<file path="src/rtl/fetch_redirect_ctrl_pkg.sv">
// Shared types and constants for the fetch redirect controller.
//   frc_state_e : sequencer states (request, wait for response, hold for IDU, drain stale rsp)
//   FrcResetPc  : default PC of the first fetch after reset
package fetch_redirect_ctrl_pkg;

  localparam int unsigned FrcStW     = 2;
  localparam logic [31:0] FrcResetPc = 32'h8000_0000;

  typedef enum logic [FrcStW-1:0] {
    StReq   = 2'd0,
    StWait  = 2'd1,
    StHold  = 2'd2,
    StDrain = 2'd3
  } frc_state_e;

endpackage

</file>
<file path="src/rtl/fetch_redirect_ctrl_redirect_arb.sv">
// Redirect arbitration for the fetch sequencer.
//   Combines IDU branch results and CSR trap/mret redirects into one event, trap winning a
//   same-cycle tie, and word-aligns the chosen target. Also keeps the pending redirect that
//   arrives while a fetch request is still waiting for acceptance.
// Ports:
//   clk_i, rst_i                 clock, asynchronous active-high reset
//   br_valid_i/br_taken_i        branch resolved / taken
//   br_target_i, trap_valid_i, trap_target_i   redirect sources
//   pend_set_i / pend_clr_i      record / drop a pending redirect (set has priority)
//   redirect_o, target_o         redirect event this cycle and its aligned target
//   pend_o, pend_pc_o            pending redirect flag and its target
module fetch_redirect_ctrl_redirect_arb #(
  parameter int unsigned ADDR_W = 32
) (
  input  logic              clk_i,
  input  logic              rst_i,
  input  logic              br_valid_i,
  input  logic              br_taken_i,
  input  logic [ADDR_W-1:0] br_target_i,
  input  logic              trap_valid_i,
  input  logic [ADDR_W-1:0] trap_target_i,
  input  logic              pend_set_i,
  input  logic              pend_clr_i,
  output logic              redirect_o,
  output logic [ADDR_W-1:0] target_o,
  output logic              pend_o,
  output logic [ADDR_W-1:0] pend_pc_o
);

  logic [ADDR_W-1:0] sel;
  logic              pend_d, pend_q;
  logic [ADDR_W-1:0] pend_pc_d, pend_pc_q;

  assign redirect_o = trap_valid_i | (br_valid_i & br_taken_i);
  assign sel        = trap_valid_i ? trap_target_i : br_target_i;
  assign target_o   = sel & ~ADDR_W'(3);

  always_comb begin
    pend_d    = pend_q;
    pend_pc_d = pend_pc_q;
    if (pend_set_i) begin
      // A later redirect simply overwrites the earlier pending target.
      pend_d    = 1'b1;
      pend_pc_d = target_o;
    end else if (pend_clr_i) begin
      pend_d = 1'b0;
    end
  end

  always_ff @(posedge clk_i or posedge rst_i) begin
    if (rst_i) begin
      pend_q    <= 1'b0;
      pend_pc_q <= '0;
    end else begin
      pend_q    <= pend_d;
      pend_pc_q <= pend_pc_d;
    end
  end

  assign pend_o    = pend_q;
  assign pend_pc_o = pend_pc_q;

endmodule

</file>
<file path="src/rtl/fetch_redirect_ctrl.sv">
// Next-PC sequencer between the IFU fetch port and the IDU.
//   Issues one fetch at a time, holds the returned instruction until the IDU takes it, and
//   applies branch / trap redirects, discarding any wrong-path response still in flight.
// Ports:
//   clk, rst                      clock, asynchronous active-high reset
//   fetch_valid_o/ready_i/addr_o  fetch request handshake
//   rsp_valid_i, rsp_inst_i       fetch response (single-cycle pulse, always accepted)
//   inst_valid_o/ready_i, inst_o, inst_pc_o   instruction handoff to the IDU
//   br_valid_i/taken_i/target_i   branch unit result
//   trap_valid_i, trap_target_i   CSR trap/mret redirect
//   flush_o                       redirect taken this cycle
module fetch_redirect_ctrl
  import fetch_redirect_ctrl_pkg::*;
#(
  parameter int unsigned       ADDR_W   = 32,
  parameter logic [ADDR_W-1:0] RESET_PC = ADDR_W'(FrcResetPc)
) (
  input  logic              clk,
  input  logic              rst,
  output logic              fetch_valid_o,
  input  logic              fetch_ready_i,
  output logic [ADDR_W-1:0] fetch_addr_o,
  input  logic              rsp_valid_i,
  input  logic [ADDR_W-1:0] rsp_inst_i,
  output logic              inst_valid_o,
  input  logic              inst_ready_i,
  output logic [ADDR_W-1:0] inst_o,
  output logic [ADDR_W-1:0] inst_pc_o,
  input  logic              br_valid_i,
  input  logic              br_taken_i,
  input  logic [ADDR_W-1:0] br_target_i,
  input  logic              trap_valid_i,
  input  logic [ADDR_W-1:0] trap_target_i,
  output logic              flush_o
);

  frc_state_e        st_d, st_q;
  logic [ADDR_W-1:0] pc_d, pc_q;
  logic [ADDR_W-1:0] inst_d, inst_q;
  logic [ADDR_W-1:0] inst_pc_d, inst_pc_q;
  logic              redirect, pend, pend_set, pend_clr;
  logic [ADDR_W-1:0] target, pend_pc;

  fetch_redirect_ctrl_redirect_arb #(
    .ADDR_W(ADDR_W)
  ) u_arb (
    .clk_i        (clk),
    .rst_i        (rst),
    .br_valid_i   (br_valid_i),
    .br_taken_i   (br_taken_i),
    .br_target_i  (br_target_i),
    .trap_valid_i (trap_valid_i),
    .trap_target_i(trap_target_i),
    .pend_set_i   (pend_set),
    .pend_clr_i   (pend_clr),
    .redirect_o   (redirect),
    .target_o     (target),
    .pend_o       (pend),
    .pend_pc_o    (pend_pc)
  );

  always_comb begin
    st_d      = st_q;
    pc_d      = pc_q;
    inst_d    = inst_q;
    inst_pc_d = inst_pc_q;
    pend_set  = 1'b0;
    pend_clr  = 1'b0;
    unique case (st_q)
      StReq: begin
        if (fetch_ready_i) begin
          if (redirect) begin
            // Accepted fetch is already wrong-path: drain its response.
            st_d     = StDrain;
            pc_d     = target;
            pend_clr = 1'b1;
          end else if (pend) begin
            st_d     = StDrain;
            pc_d     = pend_pc;
            pend_clr = 1'b1;
          end else begin
            st_d = StWait;
          end
        end else if (redirect) begin
          // Request must stay stable until accepted; remember where to go afterwards.
          pend_set = 1'b1;
        end
      end
      StWait: begin
        if (redirect) begin
          pc_d = target;
          st_d = rsp_valid_i ? StReq : StDrain;
        end else if (rsp_valid_i) begin
          st_d      = StHold;
          inst_d    = rsp_inst_i;
          inst_pc_d = pc_q;
        end
      end
      StHold: begin
        if (redirect) begin
          pc_d = target;
          st_d = StReq;
        end else if (inst_ready_i) begin
          pc_d = pc_q + ADDR_W'(4);
          st_d = StReq;
        end
      end
      StDrain: begin
        if (redirect) begin
          pc_d = target;
        end
        if (rsp_valid_i) begin
          st_d = StReq;
        end
      end
      default: st_d = StReq;
    endcase
  end

  always_ff @(posedge clk or posedge rst) begin
    if (rst) begin
      st_q      <= StReq;
      pc_q      <= RESET_PC;
      inst_q    <= '0;
      inst_pc_q <= '0;
    end else begin
      st_q      <= st_d;
      pc_q      <= pc_d;
      inst_q    <= inst_d;
      inst_pc_q <= inst_pc_d;
    end
  end

  // Gated by rst so no request is presented while the fetch bus is itself in reset.
  assign fetch_valid_o = (st_q == StReq) & ~rst;
  assign fetch_addr_o  = pc_q;
  assign inst_valid_o  = (st_q == StHold);
  assign inst_o        = inst_q;
  assign inst_pc_o     = inst_pc_q;
  assign flush_o       = redirect & ~rst;

endmodule

</file>
<file path="config.mk">
export PLATFORM = sky130hd
export DESIGN_NAME = fetch_redirect_ctrl
export DESIGN_NICKNAME = d
export VERILOG_FILES = /design/src/rtl/fetch_redirect_ctrl_pkg.sv /design/src/rtl/fetch_redirect_ctrl_redirect_arb.sv /design/src/rtl/fetch_redirect_ctrl.sv
export SDC_FILE = /design/constraint.sdc
export NUM_CORES = 1
export LEC_CHECK = 0
export ABC_AREA = 1
export CAP_MARGIN = 20
export CORE_UTILIZATION = 35
export CTS_CLUSTER_SIZE = 10
export DETAILED_ROUTE_END_ITERATION = 7
export PLACE_DENSITY = 0.61
export RECOVER_POWER = 25
export SYNTH_ARGS = -nofsm -noshare
export SYNTH_HDL_FRONTEND = slang
export SYNTH_SLANG_ARGS = --single-unit
</file>
<file path="constraint.sdc">
create_clock -name clk -period 13.78 [get_ports clk]
set_input_delay 3.445 -clock clk [delete_from_list [all_inputs] [get_ports clk]]
set_output_delay 3.445 -clock clk [all_outputs]
set_load 0.02 [all_outputs]
</file>
Word-level counts from Yosys, hierarchy flattened
Cells that the tools add are included.
{"block": "classes", "addsub": 1, "eq_ne": 9, "muxes": 27, "bitwise_logic": 6, "n_reduce_logical": 6}
{"operator": "$mux 32", "count": 7}
{"operator": "$pmux 32 s3", "count": 1}
{"operator": "$add 32x3->32 const B", "count": 1}
{"operator": "$mux 2", "count": 9}
{"operator": "$mux 1", "count": 9}
{"operator": "$pmux 2 s4", "count": 1}
{"operator": "$reduce_and 4->1", "count": 2}
{"operator": "$eq 2x2->1 const B", "count": 2}
{"operator": "$ne 2x2->1 const B", "count": 2}
{"operator": "$and 1x1->1", "count": 3}
{"operator": "$ne 3x1->1 const B", "count": 1}
{"operator": "$ne 3x2->1 const B", "count": 1}
{"operator": "$ne 3x3->1 const B", "count": 1}
{"operator": "$reduce_and 3->1", "count": 1}
{"operator": "$eq 2x1->1 const B", "count": 1}
{"operator": "$logic_not 2->1", "count": 1}
{"operator": "$ne 2x1->1 const B", "count": 1}
{"operator": "$not 1->1", "count": 2}
{"operator": "$reduce_bool 2->1", "count": 1}
{"operator": "$reduce_or 2->1", "count": 1}
{"operator": "$or 1x1->1", "count": 1}
{"block": "totals", "reg_bits": 129, "inputBits": 104}

Depth between registers and ports, before layout
{"block": "logic_depth", "depth_word": 7, "depth_mapped": 12, "mapped_depth_nobuf": 12}

Modules after synthesis
Synthesis repeated with hierarchy kept, for this count alone.
{"block": "unflattened", "cells_unflattened": 973, "area_unflattened_um2": 7300.8}
{"module": "fetch_redirect_ctrl", "instances": 1, "cells_each": 678, "area_per_inst_um2": 5390.2}
{"module": "fetch_redirect_ctrl_redirect_arb", "instances": 1, "cells_each": 295, "area_per_inst_um2": 1910.6}

Least setup slack after synthesis
Ideal clock, no wire load.
{"block": "synth_timing", "kind": "input port to output port", "start": "input br_valid_i", "end": "output flush_o", "t_arrival_ns": 4.372, "t_required_ns": 10.335, "path_slack_ns": 5.963, "cell_stages": 6, "n_path_buf": 2, "cell_sequence": "nand2_1 > nand2_2 > inv_2 > buf_2 > buf_1 > nor2_1"}
{"block": "synth_between", "elab_chain_cells": 3}
{"item": "from (decl)", "line_no": "fetch_redirect_ctrl.sv:29", "source": "input logic br_valid_i,"}
{"item": "$and 1x1->1", "line_no": "fetch_redirect_ctrl_redirect_arb.sv:34", "source": "assign redirect_o = trap_valid_i | (br_valid_i & br_taken_i);"}
{"item": "$or 1x1->1", "line_no": "fetch_redirect_ctrl_redirect_arb.sv:34"}
{"item": "$and 1x1->1", "line_no": "fetch_redirect_ctrl.sv:140", "source": "assign flush_o = redirect & ~rst;"}
{"item": "to (decl)", "line_no": "fetch_redirect_ctrl.sv:34", "source": "output logic flush_o"}
No other way between the ends.

Worst setup path after layout
{"block": "layout_timing", "start": "input trap_valid_i", "end": "output flush_o"}
{"block": "layout_between", "elab_chain_cells": 2}
{"item": "from (decl)", "line_no": "fetch_redirect_ctrl.sv:32", "source": "input logic trap_valid_i,"}
{"item": "$or 1x1->1", "line_no": "fetch_redirect_ctrl_redirect_arb.sv:34"}
{"item": "$and 1x1->1", "line_no": "fetch_redirect_ctrl.sv:140"}
No other way between the ends.

==> Flow_metrics.wiki <==
{| class="wikitable"
! Metric !! Value
|-
| Number of hold-repair buffers added at the cts stage || 0
|-
| Synthesized instance count || 896
|-
| Netlist area before placement || 6720 um^2
|-
| Layout cells sized above 1 || 7.16%
|-
| Classification of the worst setup path || in2out
|-
| Io pins || 203
|-
| Critical Path Max Stage Delay || 0.61 ns
|-
| Routed vias/inst || 4.86
|-
| Most numerous cell in the Yosys netlist || nand2_1
|-
| Setup fix buffers added after clock tree synthesis || 0
|-
| Cts repair resizes || 0
|-
| Final Cycle Share || 65.2%
|-
| WL/cell || 15.6 um
|-
| Cell Count, Final, Fillers Out || 1,324
|-
| Slowest-stage cell, CP || clkdlybuf4s50_1
|-
| Final core utilization || 50.1%
|-
| Critical Path AT || 5.54 ns
|-
| Number of levels the H-tree was split into || 4
|-
| Remaining global-route overflow || 0
|-
| Die height || 141 um
|-
| Worst EP required || 10.34 ns
|-
| Ant diodes || 0
|-
| Vias after detailed routing || 6,439
|-
| Tot GR Track Use || 21.4%
|-
| Post-synthesis average cell area || 7.50 um^2
|-
| Detailed router's first-iteration violation count || 419
|-
| Detail Route Antenna Nets || 0
|-
| Number of antenna violations at the first check in global routing || 0
|-
| Half-perimeter wire length after placement || 14,400 um
|-
| Cells taking the most area after synthesis || dfrtp_1 (46%), nand2_1 (19%), a21oi_1 (5.7%)
|-
| Synth top cells by count || nand2_1 (332), dfrtp_1 (124), a21oi_1 (77), nor2_1 (77), inv_1 (68)
|-
| Buffers added on ports || 194
|-
| Width of the chip || 141 um
|-
| Maximum number of pins on one net before global-route repair || 68
|-
| Status || finished with violations
|-
| Number of global-route vias before repair || 5,925
|-
| Crit path launch type || primary input
|-
| Fill cells || 1,854
|-
| Post-CTS clock slew at the launch and capture registers of the worst setup and hold paths || 0.06 ns
|-
| Starting utilization of the core area || 35.8%
|-
| Total core area || 18,800 um^2
|-
| Die Footprint || 19,700 um^2
|-
| Post-route DRC || 0
|-
| Path class of the lowest-slack min-delay path || reg2reg
|-
| Fin. max-slew vios || 68
|-
| Synth async-reset ratio || 100%
|-
| Portion of synthesized cell area occupied by the leading cell type || 46.2%
|-
| Leakage Power || 4.30 nW
|-
| Sequential-to-total area share from yosys stat || 46.6%
|-
| Max VDD drop || 0.116 mV
|-
| Number of library cell types mapped by synthesis || 34
|-
| Number of iterations in the first detailed-routing pass || 5
|-
| Setup repair after global routing missed its margin || no
|-
| Tightest slew margin relative to the limit || -103%
|-
| Layout area overhead || 40.0%
|-
| Total of flip-flops plus latches after synthesis || 125
|-
| Number of synthesized flops with an enable pin || 0
|-
| Final-report hold violation count || 0
|-
| Insertion delay to the later sink of the worst-skew pair || 0.42 ns
|-
| Detailed-route wire length || 20,600 um
|-
| Final Setup Violations || 0
|-
| # nets final || 1,182
|-
| Max clock buf depth || 2
|-
| Maximum achievable frequency || 0.111 GHz
|-
| Wire length of the first global-routing pass || 32,500 um
|-
| Final critical delay including setup and external delays || 8.98 ns
|-
| Total placed cells including tap cells || 1,291
|-
| Crit end category || output port
|-
| Failing checks || capacitance limit, slew limit
|-
| Cell-by-cell trace of the critical path || clkdlybuf4s50_1 > buf_4 > inv_2 > nand2_2 > inv_2 > nor2_1 > clkdlybuf4s50_1
|-
| Routability Congestion || 0.854
|-
| Most common flop cell mapped by yosys || dfrtp_1
|-
| Number of rows created at floorplan || 50
|-
| Yosys synthesis warning count || 0
|-
| Largest driver fanout on the critical path || 31
|-
| Power density relative to cell area || 233 nW/um^2
|-
| # Max-Cap Violations || 1
|-
| Final TNS setup || 0 ns
|-
| Clock tree from TritonCTS || built
|-
| Worst Clk Skew || 0.00882 ns
|-
| CTS Buf Count || 17
|-
| Cell taking the most area after synthesis || dfrtp_1
|-
| Num Clock Sinks || 125
|-
| Transition time at the pin with the least slew margin || 3.02 ns
|-
| CTS root buffer || clkbuf_16
|}
==> cell families (layout without fill, tap and decap cells) <==
| logic type | after synthesis | in the layout | share of synthesized area, % |
|---|---|---|---|
| AND/OR/NAND/NOR | 454 | 454 | 26.7 |
| AO/OA/AOI/OAI | 162 | 162 | 13.4 |
| flip-flops | 125 | 125 | 46.6 |
| buffers and inverters | 121 | 312 | 7.73 |
| multiplexers | 32 | 32 | 5.37 |
| adder cells (fa/ha/maj) | 1 | 1 | 0.186 |
| other | 1 | 4 | 0.0558 |
==> critical path, delay by kind of cell <==
| family | cells | cell delay (ns) |
|---|---|---|
| buffers and inverters | 5 | 1.63 |
| AND/OR/NAND/NOR | 2 | 0.46 |
==> layout by cell type (no fill, tap or decap), types with 2 or more instances in the layout <==
master / count
nor2_2: 5
nand3_1: 32
clkbuf_16: 17
a21oi_1: 77
a31oi_1: 6
a21boi_1: 8
nor2_4: 2
nor2_1: 77
clkinv_4: 3
a211oi_1: 9
nand2_1: 332
clkinvlp_4: 6
clkdlybuf4s50_1: 173
conb_1: 4
o21ai_1: 18
mux2_2: 15
bufinv_16: 2
dlygate4sd3_1: 21
o21ai_0: 29
mux2_1: 17
clkinv_2: 3
dfrtp_1: 124
inv_2: 9
a22oi_1: 10
nand2_2: 4
inv_1: 67
buf_4: 7
==> metal layers <==
layer,global-route usage (%),wire (um)
met5,0,0
met4,5.55,210
met3,4.55,1010
met2,34.8,9800
met1,28.8,9580
==> metrics by stage <==
step | total power [mW] | setup slack, ns | hold slack (ns) | area (um^2)
floorplan | 1.29 | 5.96 | 0.449 | 6730
global placement | 1.75 | 4.80 | 0.462 | 8800
detailed placement | 1.76 | 4.76 | 0.466 | 8800
CTS | 2.22 | 4.76 | 0.482 | 9390
global route | 2.34 | 4.69 | 0.493 | 9400
finish | 2.19 | 4.80 | 0.477 | 9400
==> final cells by class <==
type | instances | area [um^2] | share of cell area, %
Clock inverter | 14 | 146 | 1.56
Multi-Input combinational cell | 653 | 3090 | 32.8
Sequential cell | 125 | 3130 | 33.3
Tap cell | 234 | 293 | 3.11
Timing Repair Buffer | 202 | 2010 | 21.4
Clock buffer | 18 | 439 | 4.67
Inverter | 78 | 294 | 3.13
==> sequential cells by signal (all words and copies together), names as in the netlist <==
register / flops
inst_o: 32
st_q: 2
u_arb.pend_o: 1
fetch_addr_o: 30
inst_pc_o: 30
u_arb.pend_pc_o: 30
==> path summary, 6_finish.rpt <==
check / from / to / slack, ns / cells after the start
setup / recovery: trap_valid_i / flush_o / 4.80 / 7
hold / removal: inst_o[23]$_DFFE_PP0P_ / inst_o[23]$_DFFE_PP0P_ / 0.48 / 1
setup reg to reg: st_q[0]$_DFFE_PP0P_ / u_arb.pend_pc_o[21]$_DFFE_PP0P_ / 10.93 / 8
hold reg to reg: inst_o[23]$_DFFE_PP0P_ / inst_o[23]$_DFFE_PP0P_ / 0.48 / 1
max in group asynchronous: rst / st_q[0]$_DFFE_PP0P_ / 7.56 / 3
min in group asynchronous: rst / inst_o[24]$_DFFE_PP0P_ / 4.40 / 2
==> where the power goes <==
part | switching, mW | internal, mW | leakage, nW
combinational | 0.606 | 0.447 | 2.56
clock | 0.175 | 0.270 | 0.270
sequential | 0.143 | 0.553 | 1.47
total | 0.924 | 1.27 | 4.30
Note: power is estimated with default switching activity, not from simulation.
